`config.mk`:
```
export PLATFORM = sky130hd
export DESIGN_NAME = food_spawner
export DESIGN_NICKNAME = d
export VERILOG_FILES = /design/src/rtl/food_spawner.sv
export SDC_FILE = /design/constraint.sdc
export NUM_CORES = 1
export LEC_CHECK = 0
export CORE_ASPECT_RATIO = 1.4
export CORE_UTILIZATION = 41
export CTS_CLUSTER_DIAMETER = 200
export DETAILED_ROUTE_END_ITERATION = 7
export PLACE_DENSITY = 0.75
export SLEW_MARGIN = 20
export SYNTH_ARGS = -nofsm -noshare
export SYNTH_HDL_FRONTEND = slang
export SYNTH_SLANG_ARGS = --single-unit
```
`constraint.sdc`:
```
create_clock -name i_Clk -period 1.58 [get_ports i_Clk]
set_input_delay 0.316 -clock i_Clk [delete_from_list [all_inputs] [get_ports i_Clk]]
set_output_delay 0.316 -clock i_Clk [all_outputs]
set_load 0.05 [all_outputs]
```
`src/rtl/food_spawner.sv`:
```
// Food spawner: requests random words, maps them onto the play grid and rejects out-of-range or occupied cells.
// Optional exhaustive grid scan after MAX_TRIES misses when FOOD_SPAWNER_SCAN_FALLBACK_EN is defined.
module food_spawner #(
    parameter int GRID_W    = 40,
    parameter int GRID_H    = 30,
    parameter int X_BITS    = 6,
    parameter int Y_BITS    = 5,
    parameter int MAX_TRIES = 8
) (
    input  logic              i_Clk,
    input  logic              i_Rst,
    input  logic              i_Spawn,
    output logic              o_RandNeed,
    input  logic [13:0]       i_RandNum,
    input  logic              i_isRanDone,
    output logic [X_BITS-1:0] o_OccX,
    output logic [Y_BITS-1:0] o_OccY,
    input  logic              i_Occupied,
    output logic [X_BITS-1:0] o_FoodX,
    output logic [Y_BITS-1:0] o_FoodY,
    output logic              o_FoodValid,
    output logic              o_Fail,
    output logic              o_Busy
);

    localparam int TW = $clog2(MAX_TRIES + 1);
    localparam logic [X_BITS-1:0] X_MAX  = X_BITS'(GRID_W - 1);
    localparam logic [Y_BITS-1:0] Y_MAX  = Y_BITS'(GRID_H - 1);
    localparam logic [TW-1:0]     T_LAST = TW'(MAX_TRIES - 1);

    typedef enum logic [3:0] {
        IDLE,
        REQ,
        WAIT_RN,
        CHECK,
        EVAL,
        RETRY,
        DONE,
        GIVEUP
`ifdef FOOD_SPAWNER_SCAN_FALLBACK_EN
        , SCAN
`endif
    } state_t;

    state_t state, state_nxt;

    logic [TW-1:0]     tries;
    logic [X_BITS-1:0] cx;
    logic [Y_BITS-1:0] cy;
    logic [X_BITS-1:0] rx;
    logic [Y_BITS-1:0] ry;
    logic              in_range;
    logic              unused_rand;

`ifdef FOOD_SPAWNER_SCAN_FALLBACK_EN
    localparam int SW = $clog2(GRID_W * GRID_H);
    localparam logic [SW-1:0] S_LAST = SW'(GRID_W * GRID_H - 1);
    logic [SW-1:0] scan_cnt;
    logic          scanning;
    logic          have_cand;
`endif

    assign rx          = i_RandNum[X_BITS-1:0];
    assign ry          = i_RandNum[X_BITS+Y_BITS-1:X_BITS];
    assign in_range    = (rx <= X_MAX) && (ry <= Y_MAX);
    assign unused_rand = ^i_RandNum;

    always_ff @(posedge i_Clk or negedge i_Rst) begin
        if (!i_Rst) state <= IDLE;
        else        state <= state_nxt;
    end

    always_comb begin
        state_nxt = state;
        case (state)
            IDLE:    if (i_Spawn) state_nxt = REQ;
            REQ:     state_nxt = WAIT_RN;
            WAIT_RN: if (i_isRanDone) state_nxt = in_range ? CHECK : RETRY;
            CHECK:   state_nxt = EVAL;
            EVAL: begin
                if (!i_Occupied) state_nxt = DONE;
`ifdef FOOD_SPAWNER_SCAN_FALLBACK_EN
                else if (scanning) state_nxt = (scan_cnt == S_LAST) ? GIVEUP : CHECK;
`endif
                else state_nxt = RETRY;
            end
            RETRY: begin
                if (tries == T_LAST) begin
`ifdef FOOD_SPAWNER_SCAN_FALLBACK_EN
                    state_nxt = SCAN;
`else
                    state_nxt = GIVEUP;
`endif
                end else begin
                    state_nxt = REQ;
                end
            end
`ifdef FOOD_SPAWNER_SCAN_FALLBACK_EN
            SCAN:    state_nxt = CHECK;
`endif
            DONE:    state_nxt = IDLE;
            GIVEUP:  state_nxt = IDLE;
            default: state_nxt = IDLE;
        endcase
    end

    // cx/cy only take in-range candidates, so they always hold the last one a scan would start from.
    always_ff @(posedge i_Clk or negedge i_Rst) begin
        if (!i_Rst) begin
            tries   <= '0;
            cx      <= '0;
            cy      <= '0;
            o_FoodX <= '0;
            o_FoodY <= '0;
`ifdef FOOD_SPAWNER_SCAN_FALLBACK_EN
            scan_cnt  <= '0;
            scanning  <= 1'b0;
            have_cand <= 1'b0;
`endif
        end else begin
            case (state)
                IDLE: if (i_Spawn) begin
                    tries <= '0;
`ifdef FOOD_SPAWNER_SCAN_FALLBACK_EN
                    scanning  <= 1'b0;
                    have_cand <= 1'b0;
`endif
                end
                WAIT_RN: if (i_isRanDone && in_range) begin
                    cx <= rx;
                    cy <= ry;
`ifdef FOOD_SPAWNER_SCAN_FALLBACK_EN
                    have_cand <= 1'b1;
`endif
                end
                EVAL: begin
                    if (!i_Occupied) begin
                        o_FoodX <= cx;
                        o_FoodY <= cy;
                    end
`ifdef FOOD_SPAWNER_SCAN_FALLBACK_EN
                    else if (scanning) begin
                        scan_cnt <= scan_cnt + SW'(1);
                        if (cx == X_MAX) begin
                            cx <= '0;
                            cy <= (cy == Y_MAX) ? '0 : cy + Y_BITS'(1);
                        end else begin
                            cx <= cx + X_BITS'(1);
                        end
                    end
`endif
                end
                RETRY: tries <= tries + TW'(1);
`ifdef FOOD_SPAWNER_SCAN_FALLBACK_EN
                SCAN: begin
                    scanning <= 1'b1;
                    scan_cnt <= '0;
                    if (!have_cand) begin
                        cx <= '0;
                        cy <= '0;
                    end
                end
`endif
                default: ;
            endcase
        end
    end

    assign o_RandNeed  = (state == REQ);
    assign o_FoodValid = (state == DONE);
    assign o_Fail      = (state == GIVEUP);
    assign o_Busy      = (state != IDLE);
    assign o_OccX      = (state == CHECK || state == EVAL) ? cx : '0;
    assign o_OccY      = (state == CHECK || state == EVAL) ? cy : '0;

endmodule

```
==> results of run 1 <==
## repair_timing
item	4_1_cts	5_1_grt
setup endpoints to repair	25	37
pin swaps	2	7
gates cloned	1	0
resized for setup	8	37
setup buffers	2	8
## cells by family (layout without fill, tap and decap cells)
kind of cell    count (synthesis)  count (layout)  share of synthesized area, %
fa+ha+maj                       1               1                        0.8634
compound gates                 20              20                         9.931
flops                          29              29                         50.09
simple gates                   31              31                         15.29
buf+inv                        10              79                         4.145
mux                            22              22                         19.69
## state kept, by name (all words and copies together) (netlist names)
name,flops
tries,4
o_FoodY,5
cx,6
o_FoodX,6
cy,5
state,3
## where the power goes
part           total [W]  internal (W)  leakage (nW)  switching, W
registers        0.00134       0.00109         0.364      0.000256
clock network   0.000613      0.000345        0.0443      0.000268
logic            0.00375       0.00187         0.785       0.00187
total            0.00570       0.00330          1.19       0.00240
## final cells by class
cell class              instances  area share, %
well taps                      40          2.015
clock buffers                   7          3.476
inverters                       2         0.3023
repair buffers                 70          32.75
multi-input cells              74          32.24
flip-flops and latches         29          29.22
## worst reg2reg max path: stages (launching register included)
cell,delay (ns)
dfrtp_1,0.38
buf_4,0.13
buf_6,0.13
buf_6,0.12
nor4b_4,0.37
buf_4,0.21
mux2_4,0.30
## per-stage QoR
step	TNS [ns]	setup WS (ns)	total power (W)	hold WS [ns]	instance area, sq um
finish	-7.242	-0.3327	0.005700	0.4239	2484
global route	-9.442	-0.3671	0.005969	0.4494	2484
CTS	-6.066	-0.3407	0.005169	0.4270	2271
detailed placement	-5.147	-0.2261	0.004426	0.4966	2142
global placement	-4.750	-0.2249	0.004325	0.4918	2142
floorplan	-0.6315	-0.06069	0.003280	0.02041	1494
## worst min path at each step
stage,start,endpoint
detailed placement,o_FoodX[1]$_DFFE_PN0P_,o_FoodX[1]$_DFFE_PN0P_
global placement,o_FoodX[0]$_DFFE_PN0P_,o_FoodX[0]$_DFFE_PN0P_
global route,i_Rst,o_FoodY[3]$_DFFE_PN0P_
floorplan,i_Rst,cx[0]$_DFFE_PN0P_
CTS,i_Rst,cy[3]$_DFFE_PN0P_
finish,i_Rst,o_FoodY[3]$_DFFE_PN0P_
## per-layer routing
metal / wire (um) / global-route usage, % / up-vias / share of wire (%)
li1: - / - / 540 / -
met5: 0 / 0 / - / 0
met4: 89 / 11.99 / 0 / 2.2
met1: 1502 / 22.52 / 587 / 38
met3: 211 / 6.289 / 8 / 5.3
met2: 2198 / 38.18 / 54 / 55
## cells in the mapped netlist, drive strengths merged, types with 2 or more instances
cell and number:
clkbuf 3, a31oi 2, a21oi 5, inv 2
buf 5, mux2 22, and3 3, nor3b 3
nand2b 3, o22a 2, nor2 3, o21ai 3
dfrtp 29, and2 11, a41o 2, nand4 2
## layout by cell type (no fill, tap or decap), drive strengths merged, types with 3 or more instances in the layout
| cell type | Yosys | layout |
|---|---|---|
| a21oi | 5 | 5 |
| and2 | 11 | 11 |
| and3 | 3 | 3 |
| buf | 5 | 55 |
| clkbuf | 3 | 7 |
| clkdlybuf4s50 | 0 | 15 |
| dfrtp | 29 | 29 |
| mux2 | 22 | 22 |
| nand2b | 3 | 3 |
| nor2 | 3 | 3 |
| nor3b | 3 | 3 |
| o21ai | 3 | 3 |
==> metrics.txt, run 1 <==
outcome finished, violations left; failing checks negative setup slack; Vias 1189; cell family with most CP delay simple AND/OR/NAND/NOR gates; # diodes 0; DR vias/cell about 5.4; root buffer cell clkbuf_8; dpl hpwl roughly 2.5 mm; register area about 730 sq um; hold_buf cts 0; largest net degree at the start of global routing 30; CP max-delay cell dfrtp_1; # clock sinks 29; Critical Path Fanout Max 6; Reg-to-Reg Start state[0]$_DFFE_PN0P_; Clk pin slew, worst setup/hold paths 0.06 ns; WS Path Type register to primary output; Post-synth top flop dfrtp_1; slew margin rel. between 70% and 80%; Die Width approximately 52 um; Clock Latency Late Sink between 0.2 and 0.3 ns; top cells by area, synth dfrtp_1 50%, mux2_4 10%, mux2_2 9.3%; Detail Route Antenna Nets 0; number of remaining DRC errors 0; unrepaired setup endpoints after global routing yes; syn_nets 133; Post-synth EDFFs 0; fin cells about 220; Initial DRT Pass Iterations 5; min Tclk post-route 1.913 ns; PwrDens approximately 2300 nW/um^2; Max VDD drop roughly 1.9 mV; Initial Util a little over two fifths; fill count 225; worst-case clock skew approximately 0.0066 ns; final hold violations 0; gp weighted congestion 0.8305; Reg2Reg Setup Slack -0.18 ns; maximum clock path buffer count 2; GRT Overall Usage 21.73%; worst setup margin -0.3327 ns; area leader, netlist dfrtp_1; area of the multi-input gates ~800 sq um; final setup fails 37; worst min path class input pin to asynchronous set/reset pin; crit path from state[1]$_DFFE_PN0P_; Yosys reg bits 29; Final period util 121.1%; Mapped Cells 113; Synth top area share approximately 50%; Worst setup endpoint o_OccX[4]; CP endpoint kind primary output; first-pass GRT wire length between 5 and 6 mm; Syn-to-layout area delta 71.42%; sequential-to-total area share from yosys stat roughly half; startpoint types register; vias in the first global route roughly 1200; detailed-route wire length 4.003 mm; warnings from Yosys 0; nets@finish around 200; Async SR Flop Fraction 100.0%; H-tree Lvls 2; row cnt 25; Core Area 3378 sq um; total CTS buffers 5; FF-to-FF End o_FoodY[1]$_DFFE_PN0P_; leak pwr between 1 and 1.5 nW; Worst Reg-to-Reg Cells 6; max incr delay on CP 0.40 ns; Overflow after GRT 0; Yosys cell types 34; max capacitance violation total 0; Levels on crit path 5; die area roughly 3800 sq um; wire length per cell 18.03 um; starting DRC count in detailed routing 19; FMAX around 520 MHz; cell area after synthesis 1449 sq um; WP data arrival about 1.6 ns; worst path buffer plus inverter count 2; Final Util about 74%; Max Slew Vio Count 0; die height ~72 um; # IOs between 40 and 50; CTS tree done; count of input and output buffers 41; WP data required 1.26 ns; Avg Cell Area, Syn ~13 sq um; share of cells above drive strength 1 between 50% and 60%; Inst Count DP 204; slew of the pin with the lowest slew margin around 0.36 ns; crit-path cells or3b_4, o21ai_4, buf_6, and2_4, buf_12; initial antenna violation count 0
Power figures use the tool's default switching activity.
==> run 2: changes to the inputs <==
- MAX_ROUTING_LAYER: not set -> met4
==> run 2 against run 1 <==
Net effect: first-iteration DRC count up 130%; non-clock buffer count unchanged; setup slack worse by 0.0011 ns; via count down 0.42%; clock power down 0.7%; total power about the same; die area unchanged; the flow still finishes with violations (negative setup slack).
==> metrics.txt, run 2 (synthesis results as in run 1) <==
gp weighted congestion roughly 0.84; die height roughly 72 um; Die Width about 52 um; power share of the combinational group between 60 and 70%; WP data required between 1 and 1.5 ns; share of cells above drive strength 1 ~59%; # diodes 0; initial antenna violation count 0; Worst Reg-to-Reg Cells 6; min Tclk post-route approximately 1.9 ns; Max VDD drop between 1.5 and 2 mV; Reg-to-Reg Start state[0]$_DFFE_PN0P_; Final period util 121.1%; Worst setup endpoint o_OccX[4]; max incr delay on CP 0.40 ns; largest net degree at the start of global routing 30; Detail Route Antenna Nets 0; CP max-delay cell dfrtp_1; commonest non-fill, non-tap cell in the layout dfrtp_1; crit-path cells or3b_4, o21ai_4, buf_6, and2_4, buf_12; failing checks negative setup slack; Clk pin slew, worst setup/hold paths ~0.060 ns; total CTS buffers 5; # IOs 45; leak pwr around 1.2 nW; startpoint types register; Max Slew Vio Count 0; max capacitance violation total 0; CP endpoint kind primary output; total power 0.005697 W; fill count approximately 230; dpl hpwl 2.537 mm; starting DRC count in detailed routing 44; wire length per cell ~18 um; Inst Count DP between 200 and 250; area of the multi-input gates 800.8 sq um; FMAX between 500 and 600 MHz; Overflow after GRT 0; Clock Latency Late Sink ~0.28 ns; row cnt 25; DR vias/cell 5.333; GRT Overall Usage between 20 and 25%; Largest regs cx x6, o_FoodX x6; Vias 1184; sequential fraction of design power about a quarter; fin cells 222; number of remaining DRC errors 0; GR peak layer met2; Int Power between 0.003 and 0.004 W; outcome finished, violations left; unrepaired setup endpoints after global routing yes; FF-to-FF End o_FoodY[1]$_DFFE_PN0P_; hold_buf cts 0; dpl ws -0.2261 ns; final setup fails 37; slew margin rel. between 70% and 80%; Switching Fraction 42.05%; Critical Path Fanout Max 6; maximum clock path buffer count 2; Core Area roughly 3400 sq um; detailed-route wire length ~4 mm; # clock sinks 29; PwrDens between 2000 and 2500 nW/um^2; GR Util met3 ~6.3%; Reg2Reg Setup Slack -0.18 ns; highest-count cells in the layout ignoring fill and taps 29 x dfrtp_1, 24 x buf_4, 21 x mux2_4; WS Path Type register to primary output; crit path from state[1]$_DFFE_PN0P_; Syn-to-layout area delta 71.42%; met1 Use GR a little under a quarter; Initial Util 42.89%; worst setup margin -0.3338 ns; Initial DRT Pass Iterations 4; H-tree Lvls 2; vias in the first global route 1238; worst min path class input pin to asynchronous set/reset pin; CTS tree done; nets@finish just over 200; register area 725.7 sq um; count of input and output buffers between 40 and 50; M2 GR Usage 38.18%; switching power 0.002395 W; WP data arrival between 1.5 and 2 ns; worst-case clock skew between 0.003 and 0.004 ns; Hold WS ~0.43 ns; Clock Power Share between 10% and 20%; root buffer cell clkbuf_8; first-pass GRT wire length roughly 5.8 mm; slew of the pin with the lowest slew margin between 0.3 and 0.4 ns; die area about 3800 sq um; final hold violations 0
==> run 2: cell counts in the layout (fill, tap and decap cells not counted) <==
Identical to the previous run, type by type.
==> run 2: per-stage QoR <==
step,util (%),instance area [sq um],TNS (ns)
floorplan,-,1494,-0.6315
global placement,63.41,2142,-4.750
detailed placement,63.41,2142,-5.147
CTS,67.22,2271,-6.066
global route,73.52,2484,-9.488
finish,73.52,2484,-7.253
==> run 2: repair_timing <==
item / in CTS / in global routing
pin swaps: 2 / 7
gates cloned: 1 / 0
endpoints found under the setup margin: 25 / 37
setup buffers: 2 / 8
resized for setup: 8 / 37
==> run 2: power groups by stage <==
stage          Clock (W)  Sequential, W  Combinational, W
6_report        0.000609        0.00134           0.00375
5_1_grt         0.000663        0.00138           0.00393
4_1_cts         0.000624        0.00132           0.00323
3_5_place_dp           0        0.00134           0.00309
3_3_place_gp           0        0.00130           0.00302
2_1_floorplan          0        0.00176           0.00152
==> run 2: routing by layer <==
layer  share of wire [%]  vias up
met1                  37      592
met3                 4.8        8
met4                 2.2        0
met2                  55       43
met5                   0        -
li1                    -      541
==> run 2: area by class of cell <==
| type | instances | share of cell area [%] |
|---|---|---|
| Sequential cell | 29 | 29.22 |
| Inverter | 2 | 0.3023 |
| Multi-Input combinational cell | 74 | 32.24 |
| Clock buffer | 7 | 3.476 |
| Tap cell | 40 | 2.015 |
| Timing Repair Buffer | 70 | 32.75 |
==> run 2: worst min path at each step <==
stage,from,endpoint,slack (ns),cells past startpoint
2_1_floorplan,i_Rst,cx[0]$_DFFE_PN0P_,0.02,0
3_3_place_gp,o_FoodX[0]$_DFFE_PN0P_,o_FoodX[0]$_DFFE_PN0P_,0.49,1
3_5_place_dp,o_FoodX[1]$_DFFE_PN0P_,o_FoodX[1]$_DFFE_PN0P_,0.50,1
4_1_cts,i_Rst,cy[3]$_DFFE_PN0P_,0.43,2
5_1_grt,i_Rst,o_FoodY[3]$_DFFE_PN0P_,0.45,2
6_report,i_Rst,cy[0]$_DFFE_PN0P_,0.43,2
==> run 2: critical path, delay by kind of cell (launching register included) <==
family,cells,cell delay [ns]
flip-flops,1,0.40
AO/OA/AOI/OAI,1,0.09
buffers and inverters,2,0.29
AND/OR/NAND/NOR,2,0.55
